===== src/rtl/board_scanner_if.sv =====
`default_nettype none
// +--------------------------------------------------------------------+
// | board_scanner_if : start/clear control, RAM read port and results   |
// | Rev 1.0                                                            |
// +--------------------------------------------------------------------+
interface board_scanner_if #(
  parameter int ADDR_W = 4
);
  logic              start;
  logic              clear;
  logic              rd_en;
  logic [ADDR_W-1:0] rd_addr;
  logic [1:0]        rd_data;
  logic              busy;
  logic              done;
  logic [1:0]        winner;
  logic              draw;
  logic              gameover;
  logic              cell_err;
  logic [7:0]        win_line;

  modport master (
    input  start, clear, rd_data,
    output rd_en, rd_addr, busy, done, winner, draw, gameover, cell_err, win_line
  );

  modport slave (
    output start, clear, rd_data,
    input  rd_en, rd_addr, busy, done, winner, draw, gameover, cell_err, win_line
  );
endinterface
`default_nettype wire


===== src/rtl/board_scanner.sv =====
`default_nettype none
// +--------------------------------------------------------------------+
// | board_scanner : reads the 9-cell board from RAM, evaluates 8 lines  |
// | Option macro BOARD_SCANNER_WIN_LINE_EN builds the win_line register |
// | Rev 1.0                                                            |
// +--------------------------------------------------------------------+
module board_scanner #(
  parameter int READ_LAT = 1,
  parameter int ADDR_W   = 4
) (
  input logic             clk,
  input logic             reset,
  board_scanner_if.master bus
);
  typedef enum logic [2:0] {
    IDLE  = 3'd0,
    READ  = 3'd1,
    DRAIN = 3'd2,
    EVAL  = 3'd3,
    DONE  = 3'd4
  } state_t;

  localparam logic [ADDR_W-1:0] LAST_CELL = ADDR_W'(8);
  localparam int LINE_CELL [8][3] = '{
    '{0, 1, 2}, '{3, 4, 5}, '{6, 7, 8},
    '{0, 3, 6}, '{1, 4, 7}, '{2, 5, 8},
    '{0, 4, 8}, '{2, 4, 6}
  };

  state_t            state, state_nxt;
  logic [ADDR_W-1:0] addr;
  logic              rd_en, busy, done;
  logic              pipe_vld  [READ_LAT];
  logic [ADDR_W-1:0] pipe_addr [READ_LAT];
  logic [1:0]        shadow    [9];
  logic              last_captured;
  logic [7:0]        x_line, o_line;
  logic              board_full, any_corrupt;
  logic [1:0]        new_winner;
  logic              new_draw, new_over;
  logic [1:0]        winner;
  logic              draw, gameover, cell_err;

  assign last_captured = pipe_vld[READ_LAT-1] && (pipe_addr[READ_LAT-1] == LAST_CELL);

  always_ff @(posedge clk or posedge reset) begin
    if (reset) state <= IDLE;
    else       state <= state_nxt;
  end

  always_comb begin
    state_nxt = state;
    rd_en     = 1'b0;
    busy      = 1'b0;
    done      = 1'b0;
    case (state)
      IDLE:  if (bus.start) state_nxt = READ;
      READ: begin
        rd_en = 1'b1;
        busy  = 1'b1;
        if (addr == LAST_CELL) state_nxt = DRAIN;
      end
      DRAIN: begin
        busy = 1'b1;
        if (last_captured) state_nxt = EVAL;
      end
      EVAL: begin
        busy      = 1'b1;
        state_nxt = DONE;
      end
      DONE: begin
        busy      = 1'b1;
        done      = 1'b1;
        state_nxt = IDLE;
      end
      default: state_nxt = IDLE;
    endcase
  end

  always_ff @(posedge clk or posedge reset) begin
    if (reset)                                addr <= '0;
    else if (state == READ && addr != LAST_CELL) addr <= addr + 1'b1;
    else                                      addr <= '0;
  end

  // Delay line tagging each issued address so its data lands READ_LAT cycles later.
  always_ff @(posedge clk or posedge reset) begin
    if (reset) begin
      for (int i = 0; i < READ_LAT; i++) begin
        pipe_vld[i]  <= 1'b0;
        pipe_addr[i] <= '0;
      end
    end else begin
      pipe_vld[0]  <= rd_en;
      pipe_addr[0] <= addr;
      for (int i = 1; i < READ_LAT; i++) begin
        pipe_vld[i]  <= pipe_vld[i-1];
        pipe_addr[i] <= pipe_addr[i-1];
      end
    end
  end

  always_ff @(posedge clk or posedge reset) begin
    if (reset) begin
      for (int n = 0; n < 9; n++) shadow[n] <= 2'b00;
    end else if (pipe_vld[READ_LAT-1]) begin
      for (int n = 0; n < 9; n++) begin
        if (pipe_addr[READ_LAT-1] == ADDR_W'(n)) shadow[n] <= bus.rd_data;
      end
    end
  end

  // Corrupt cells (11) never match a player code, so they behave as empty.
  always_comb begin
    x_line      = '0;
    o_line      = '0;
    board_full  = 1'b1;
    any_corrupt = 1'b0;
    for (int l = 0; l < 8; l++) begin
      x_line[l] = (shadow[LINE_CELL[l][0]] == 2'b01) && (shadow[LINE_CELL[l][1]] == 2'b01) &&
                  (shadow[LINE_CELL[l][2]] == 2'b01);
      o_line[l] = (shadow[LINE_CELL[l][0]] == 2'b10) && (shadow[LINE_CELL[l][1]] == 2'b10) &&
                  (shadow[LINE_CELL[l][2]] == 2'b10);
    end
    for (int n = 0; n < 9; n++) begin
      if (shadow[n] == 2'b11) any_corrupt = 1'b1;
      if (shadow[n] == 2'b00 || shadow[n] == 2'b11) board_full = 1'b0;
    end
  end

  assign new_winner = {|o_line, |x_line};
  assign new_draw   = board_full && (new_winner == 2'b00);
  assign new_over   = (new_winner != 2'b00) || new_draw;

  // Results load on the EVAL->DONE edge and override a simultaneous clear.
  always_ff @(posedge clk or posedge reset) begin
    if (reset) begin
      winner   <= 2'b00;
      draw     <= 1'b0;
      gameover <= 1'b0;
      cell_err <= 1'b0;
    end else if (state == EVAL) begin
      winner   <= new_winner;
      draw     <= new_draw;
      gameover <= new_over | (gameover & ~bus.clear);
      cell_err <= any_corrupt | (cell_err & ~bus.clear);
    end else if (bus.clear && state != DONE) begin
      winner   <= 2'b00;
      draw     <= 1'b0;
      gameover <= 1'b0;
      cell_err <= 1'b0;
    end
  end

`ifdef BOARD_SCANNER_WIN_LINE_EN
  logic [7:0] win_line;

  always_ff @(posedge clk or posedge reset) begin
    if (reset)                               win_line <= 8'h00;
    else if (state == EVAL)                  win_line <= x_line | o_line;
    else if (bus.clear && state != DONE)     win_line <= 8'h00;
  end

  assign bus.win_line = win_line;
`else
  assign bus.win_line = 8'h00;
`endif

  assign bus.rd_en    = rd_en;
  assign bus.rd_addr  = addr;
  assign bus.busy     = busy;
  assign bus.done     = done;
  assign bus.winner   = winner;
  assign bus.draw     = draw;
  assign bus.gameover = gameover;
  assign bus.cell_err = cell_err;
endmodule
`default_nettype wire


===== src/flat_wrapper.sv =====
// flat-port wrapper written by rule: the top's interface ports become plain ports
module board_scanner_flat 
#(
  parameter int READ_LAT = 1,
  parameter int ADDR_W   = 4
)
  (clk, reset, bus_start, bus_clear, bus_rd_data, bus_rd_en, bus_rd_addr, bus_busy, bus_done, bus_winner, bus_draw, bus_gameover, bus_cell_err, bus_win_line);
  board_scanner_if #(.ADDR_W(ADDR_W)) bus_i ();
  input logic clk;
  input logic reset;
  input wire logic [$bits(bus_i.start)-1:0] bus_start;
  input wire logic [$bits(bus_i.clear)-1:0] bus_clear;
  input wire logic [$bits(bus_i.rd_data)-1:0] bus_rd_data;
  output wire logic [$bits(bus_i.rd_en)-1:0] bus_rd_en;
  output wire logic [$bits(bus_i.rd_addr)-1:0] bus_rd_addr;
  output wire logic [$bits(bus_i.busy)-1:0] bus_busy;
  output wire logic [$bits(bus_i.done)-1:0] bus_done;
  output wire logic [$bits(bus_i.winner)-1:0] bus_winner;
  output wire logic [$bits(bus_i.draw)-1:0] bus_draw;
  output wire logic [$bits(bus_i.gameover)-1:0] bus_gameover;
  output wire logic [$bits(bus_i.cell_err)-1:0] bus_cell_err;
  output wire logic [$bits(bus_i.win_line)-1:0] bus_win_line;
  assign bus_i.start = bus_start;
  assign bus_i.clear = bus_clear;
  assign bus_i.rd_data = bus_rd_data;
  assign bus_rd_en = bus_i.rd_en;
  assign bus_rd_addr = bus_i.rd_addr;
  assign bus_busy = bus_i.busy;
  assign bus_done = bus_i.done;
  assign bus_winner = bus_i.winner;
  assign bus_draw = bus_i.draw;
  assign bus_gameover = bus_i.gameover;
  assign bus_cell_err = bus_i.cell_err;
  assign bus_win_line = bus_i.win_line;
  board_scanner #(.READ_LAT(READ_LAT), .ADDR_W(ADDR_W)) u_core (.clk(clk), .reset(reset), .bus(bus_i));
endmodule

===== config.mk =====
export PLATFORM = sky130hd
export DESIGN_NAME = board_scanner_flat
export DESIGN_NICKNAME = d
export VERILOG_FILES = /design/src/rtl/board_scanner_if.sv /design/src/rtl/board_scanner.sv /design/src/flat_wrapper.sv
export SDC_FILE = /design/constraint.sdc
export NUM_CORES = 1
export LEC_CHECK = 0
export ABC_CLOCK_PERIOD_IN_PS = 1600
export BUFFER_PORTS_ARGS = -buffer_cell sky130_fd_sc_hd__buf_4
export CORE_MARGIN = 2
export CORE_UTILIZATION = 24
export DETAILED_ROUTE_END_ITERATION = 6
export HOLD_SLACK_MARGIN = 0.08
export PLACE_DENSITY = 0.38
export SYNTH_ARGS = -nofsm -noshare
export SYNTH_HDL_FRONTEND = slang
export SYNTH_SLANG_ARGS = --single-unit
export TNS_END_PERCENT = 5

===== constraint.sdc =====
create_clock -name clk -period 1.6 [get_ports clk]
set_input_delay 0.16 -clock clk [delete_from_list [all_inputs] [get_ports clk]]
set_output_delay 0.16 -clock clk [all_outputs]
set_load 0.005 [all_outputs]

==> out/summary.md <==
* **outcome** finished clean
* **met3 WL post-DR** 151 um
* **width of the die** 95.8 um
* **starting density of the core** 0.247
* **Met2 Routed Length** 2.00 mm
* **terminating pin of the worst hold path** u_core.shadow[6]$_DFFE_PP0P_
* **reg2reg end** u_core.bus.draw$_DFFE_PP0P_
* **share of the cycle needed by the critical path after routing** 0.992
* **post-route setup TNS** 0 ns
* **sequential area share after synthesis** 0.433
* **pin count of the biggest net entering global routing** 36
* **wirelength, routed** 4.29 mm
* **via count of the routed design** 1408
* **y dimension of the die** 95.8 um
* **Max Cap Viol** 0
* **clock tree root driver cell** sky130_fd_sc_hd__clkbuf_8
* **Fin Hold WS** 0.191 ns
* **Design Area, Final** 2530 um2
* **reg2reg path depth** 6
* **global-route wire length before repair** 7.13 mm
* **Clock Skews** 0.00522 ns
* **setup repair after global routing missed its margin** yes
* **via count of the first global-routing pass** 1412
* **signed area change from the synthesized netlist to the final layout** 25.3%
* **CTS HTree Levels** 2
* **final-report hold violation count** 0
* **remaining number of nets flagged by the antenna check after routing** 0
* **number of antenna violations at the first check in global routing** 0
* **global-route usage over all layers** 0.103
* **DRC errors left** 0
* **power density of the placed cells** 1280 nW/um2
* **commonest non-fill, non-tap cell in the layout** sky130_fd_sc_hd__buf_4
* **kind of critical path** flip-flop to flip-flop
* **standard cell area after detailed placement** 2390 um2
* **Finished Layout Cells** 343
* **R2R Path Start** u_core.shadow[3]$_DFFE_PP0P_
* **highest net fanout along the worst path** 3
* **number of rows created at floorplan** 33
* **clock insertion delay at the later pin of the skew report** 0.28 ns
* **number of nets at the end of the flow** 272
* **Setup WS post-layout** 0.0134 ns
* **type of the tightest min-delay check** input pin to flip-flop
* **hold path startpoint** bus_rd_data[0]
* **Final Power** 3.25 mW
* **count of warnings emitted by yosys** 0
* **uppermost layer routed** met4
* **worst vdd rail ir drop** 0.518 mV
* **per-instance average area after synthesis** 10.4 um2
* **startpoint kind of the worst setup timing path** flip-flop
* **post-synthesis instance total** 194
* **clock slew at reported path FFs** 0.07 ns
* **Finished Core Util** 0.310
* **worst setup slack before clock tree synthesis** -0.0609 ns
* **CTS sink cnt** 35
* **detailed router's first-iteration violation count** 44
* **number of search-and-repair iterations in the first detailed-routing pass** 4
* **most frequent cells in the layout** sky130_fd_sc_hd__buf_4, sky130_fd_sc_hd__dfrtp_1, sky130_fd_sc_hd__inv_1, sky130_fd_sc_hd__ha_1, sky130_fd_sc_hd__nand2_1
* **final-report max-slew violation count** 0
* **average wire length per cell after detail routing** 12.5 um
* **number of buffers inserted by port buffering** 17
* **detailed-route wire length on metal 1** 2.09 mm
* **Worst Path Required** 1.80 ns
* **Antenna Diode Count** 0
* **layout cell share with drive strength beyond 1** 0.294
* **CTS tree** yes
* **static power due to leakage** 1.26 nW
* **number of endpoints failing setup at the final stage** 0
* **HPWL reported at the end of detailed placement** 3.29 mm
* **Total Die Area** 9170 um2
* **Post-Syn Area** 2020 um2
* **IO Count** 26
* **via density per instance** 4.10
* **placed cell count** 334
* **routability cong.** 0.738
* **worst path arrival time** 1.78 ns
* **placeable core region** 8180 um2
* **worst hold stages** 3
* **Max Root-Sink Buffers** 2
* **kind of end point of the critical path** flip-flop
* **Final min period** 1.59 ns
* **worst reg-to-reg setup slack** 0.01 ns
* **number of library cell types mapped by synthesis** 31
* **CTS Buf Count** 5
* **Synth Register Bits** 35
* **GRT Residual Overflow** 0
* **Highest Clock Rate** 0.630 GHz
-- worst max-delay path: stages, from the launching register on --
cell and delay [ns]:
sky130_fd_sc_hd__dfrtp_1 0.38, sky130_fd_sc_hd__buf_4 0.14, sky130_fd_sc_hd__ha_2 0.17, sky130_fd_sc_hd__a22o_1 0.22
sky130_fd_sc_hd__a22oi_1 0.14, sky130_fd_sc_hd__nand4_1 0.18, sky130_fd_sc_hd__o31ai_1 0.27
-- Yosys cell counts --
cell                       number  share of area
sky130_fd_sc_hd__ha_1          29           0.18
sky130_fd_sc_hd__dfrtp_1       35           0.43
sky130_fd_sc_hd__nor2_1        10          0.019
sky130_fd_sc_hd__and3b_1        1         0.0043
sky130_fd_sc_hd__clkbuf_2       1         0.0025
sky130_fd_sc_hd__mux2i_1        1         0.0050
sky130_fd_sc_hd__nor3b_1        3          0.011
sky130_fd_sc_hd__o21ai_1        1         0.0025
sky130_fd_sc_hd__a22oi_1        2         0.0074
sky130_fd_sc_hd__xnor2_1        2         0.0087
sky130_fd_sc_hd__nand4_1        3         0.0093
sky130_fd_sc_hd__nand2_1       19          0.035
sky130_fd_sc_hd__o21ai_0       12          0.030
sky130_fd_sc_hd__conb_1         1         0.0019
sky130_fd_sc_hd__nand3b_1       3          0.011
sky130_fd_sc_hd__nor4_1         2         0.0062
sky130_fd_sc_hd__a22o_1         9          0.039
sky130_fd_sc_hd__nor3_1         2         0.0050
sky130_fd_sc_hd__nor3b_2        1         0.0062
sky130_fd_sc_hd__mux2_4         2          0.015
sky130_fd_sc_hd__inv_1         23          0.043
sky130_fd_sc_hd__or3_4          1         0.0056
sky130_fd_sc_hd__xor2_1         1         0.0043
sky130_fd_sc_hd__nand2b_1       1         0.0031
sky130_fd_sc_hd__nand3b_4       1         0.0099
sky130_fd_sc_hd__nor2b_1        1         0.0031
sky130_fd_sc_hd__mux2_2         6          0.033
sky130_fd_sc_hd__buf_4         10          0.037
sky130_fd_sc_hd__a21oi_1        1         0.0025
sky130_fd_sc_hd__nand3_1        8          0.020
sky130_fd_sc_hd__o31ai_1        2         0.0074
-- report_power, final --
group	internal [mW]	switching [mW]	total [mW]
registers	1.11	0.251	1.36
logic	0.689	0.578	1.27
clock network	0.306	0.320	0.626
total	2.10	1.15	3.25
-- flip-flops by register name (all words and copies together) (netlist names) --
register	cells
u_core.bus.gameover	1
u_core.shadow	18
u_core.state	3
u_core.pipe_addr	4
u_core.bus.winner	2
u_core.pipe_vld	1
u_core.bus.draw	1
u_core.bus.cell_err	1
u_core.bus.rd_addr	4
-- per-layer routing --
metal | vias to the layer above | global-route usage
li1 | 720 | -
met1 | 653 | 0.138
met2 | 28 | 0.166
met3 | 7 | 0.0243
met4 | 0 | 0.0286
met5 | - | 0
-- cell type report --
type / count / area (um2)
Timing Repair Buffer: 40 / 303
Sequential cell: 35 / 876
Tap cell: 105 / 131
Clock buffer: 7 / 76.3
Clock inverter: 1 / 5.00
Fill cell: 855 / 5640
Inverter: 23 / 86.3
Multi-Input combinational cell: 132 / 1060
-- timing repair --
action	CTS	global route
hold buffers	1	0
buffers inserted	0	0
endpoints found under the setup margin	4	6
gates resized for setup	9	7
hold endpoints to repair	35	0
pin swaps	8	2
-- how the worst max path moves through the flow --
stage                                  startpoint  slack, ns  cells past startpoint                               to
floorplan           u_core.shadow[16]$_DFFE_PP0P_       0.11                      7  u_core.bus.gameover$_DFFE_PP0P_
global placement     u_core.shadow[3]$_DFFE_PP0P_      -0.05                      7  u_core.bus.gameover$_DFFE_PP0P_
detailed placement   u_core.shadow[3]$_DFFE_PP0P_      -0.06                      7  u_core.bus.gameover$_DFFE_PP0P_
CTS                 u_core.shadow[13]$_DFFE_PP0P_     0.0006                      7  u_core.bus.gameover$_DFFE_PP0P_
global route        u_core.shadow[16]$_DFFE_PP0P_      -0.15                      6      u_core.bus.draw$_DFFE_PP0P_
finish               u_core.shadow[3]$_DFFE_PP0P_       0.01                      6      u_core.bus.draw$_DFFE_PP0P_
-- cell families after synthesis --
kind of cell | count (synthesis) | share of synthesized area
adder cells (fa/ha/maj) | 29 | 0.179
AND/OR/NAND/NOR | 56 | 0.149
XOR/XNOR | 3 | 0.0130
AO/OA/AOI/OAI | 27 | 0.0885
other | 1 | 0.00185
multiplexers | 9 | 0.0532
flip-flops | 35 | 0.433
buffers and inverters | 34 | 0.0823
(Power assumes the default switching activity.)
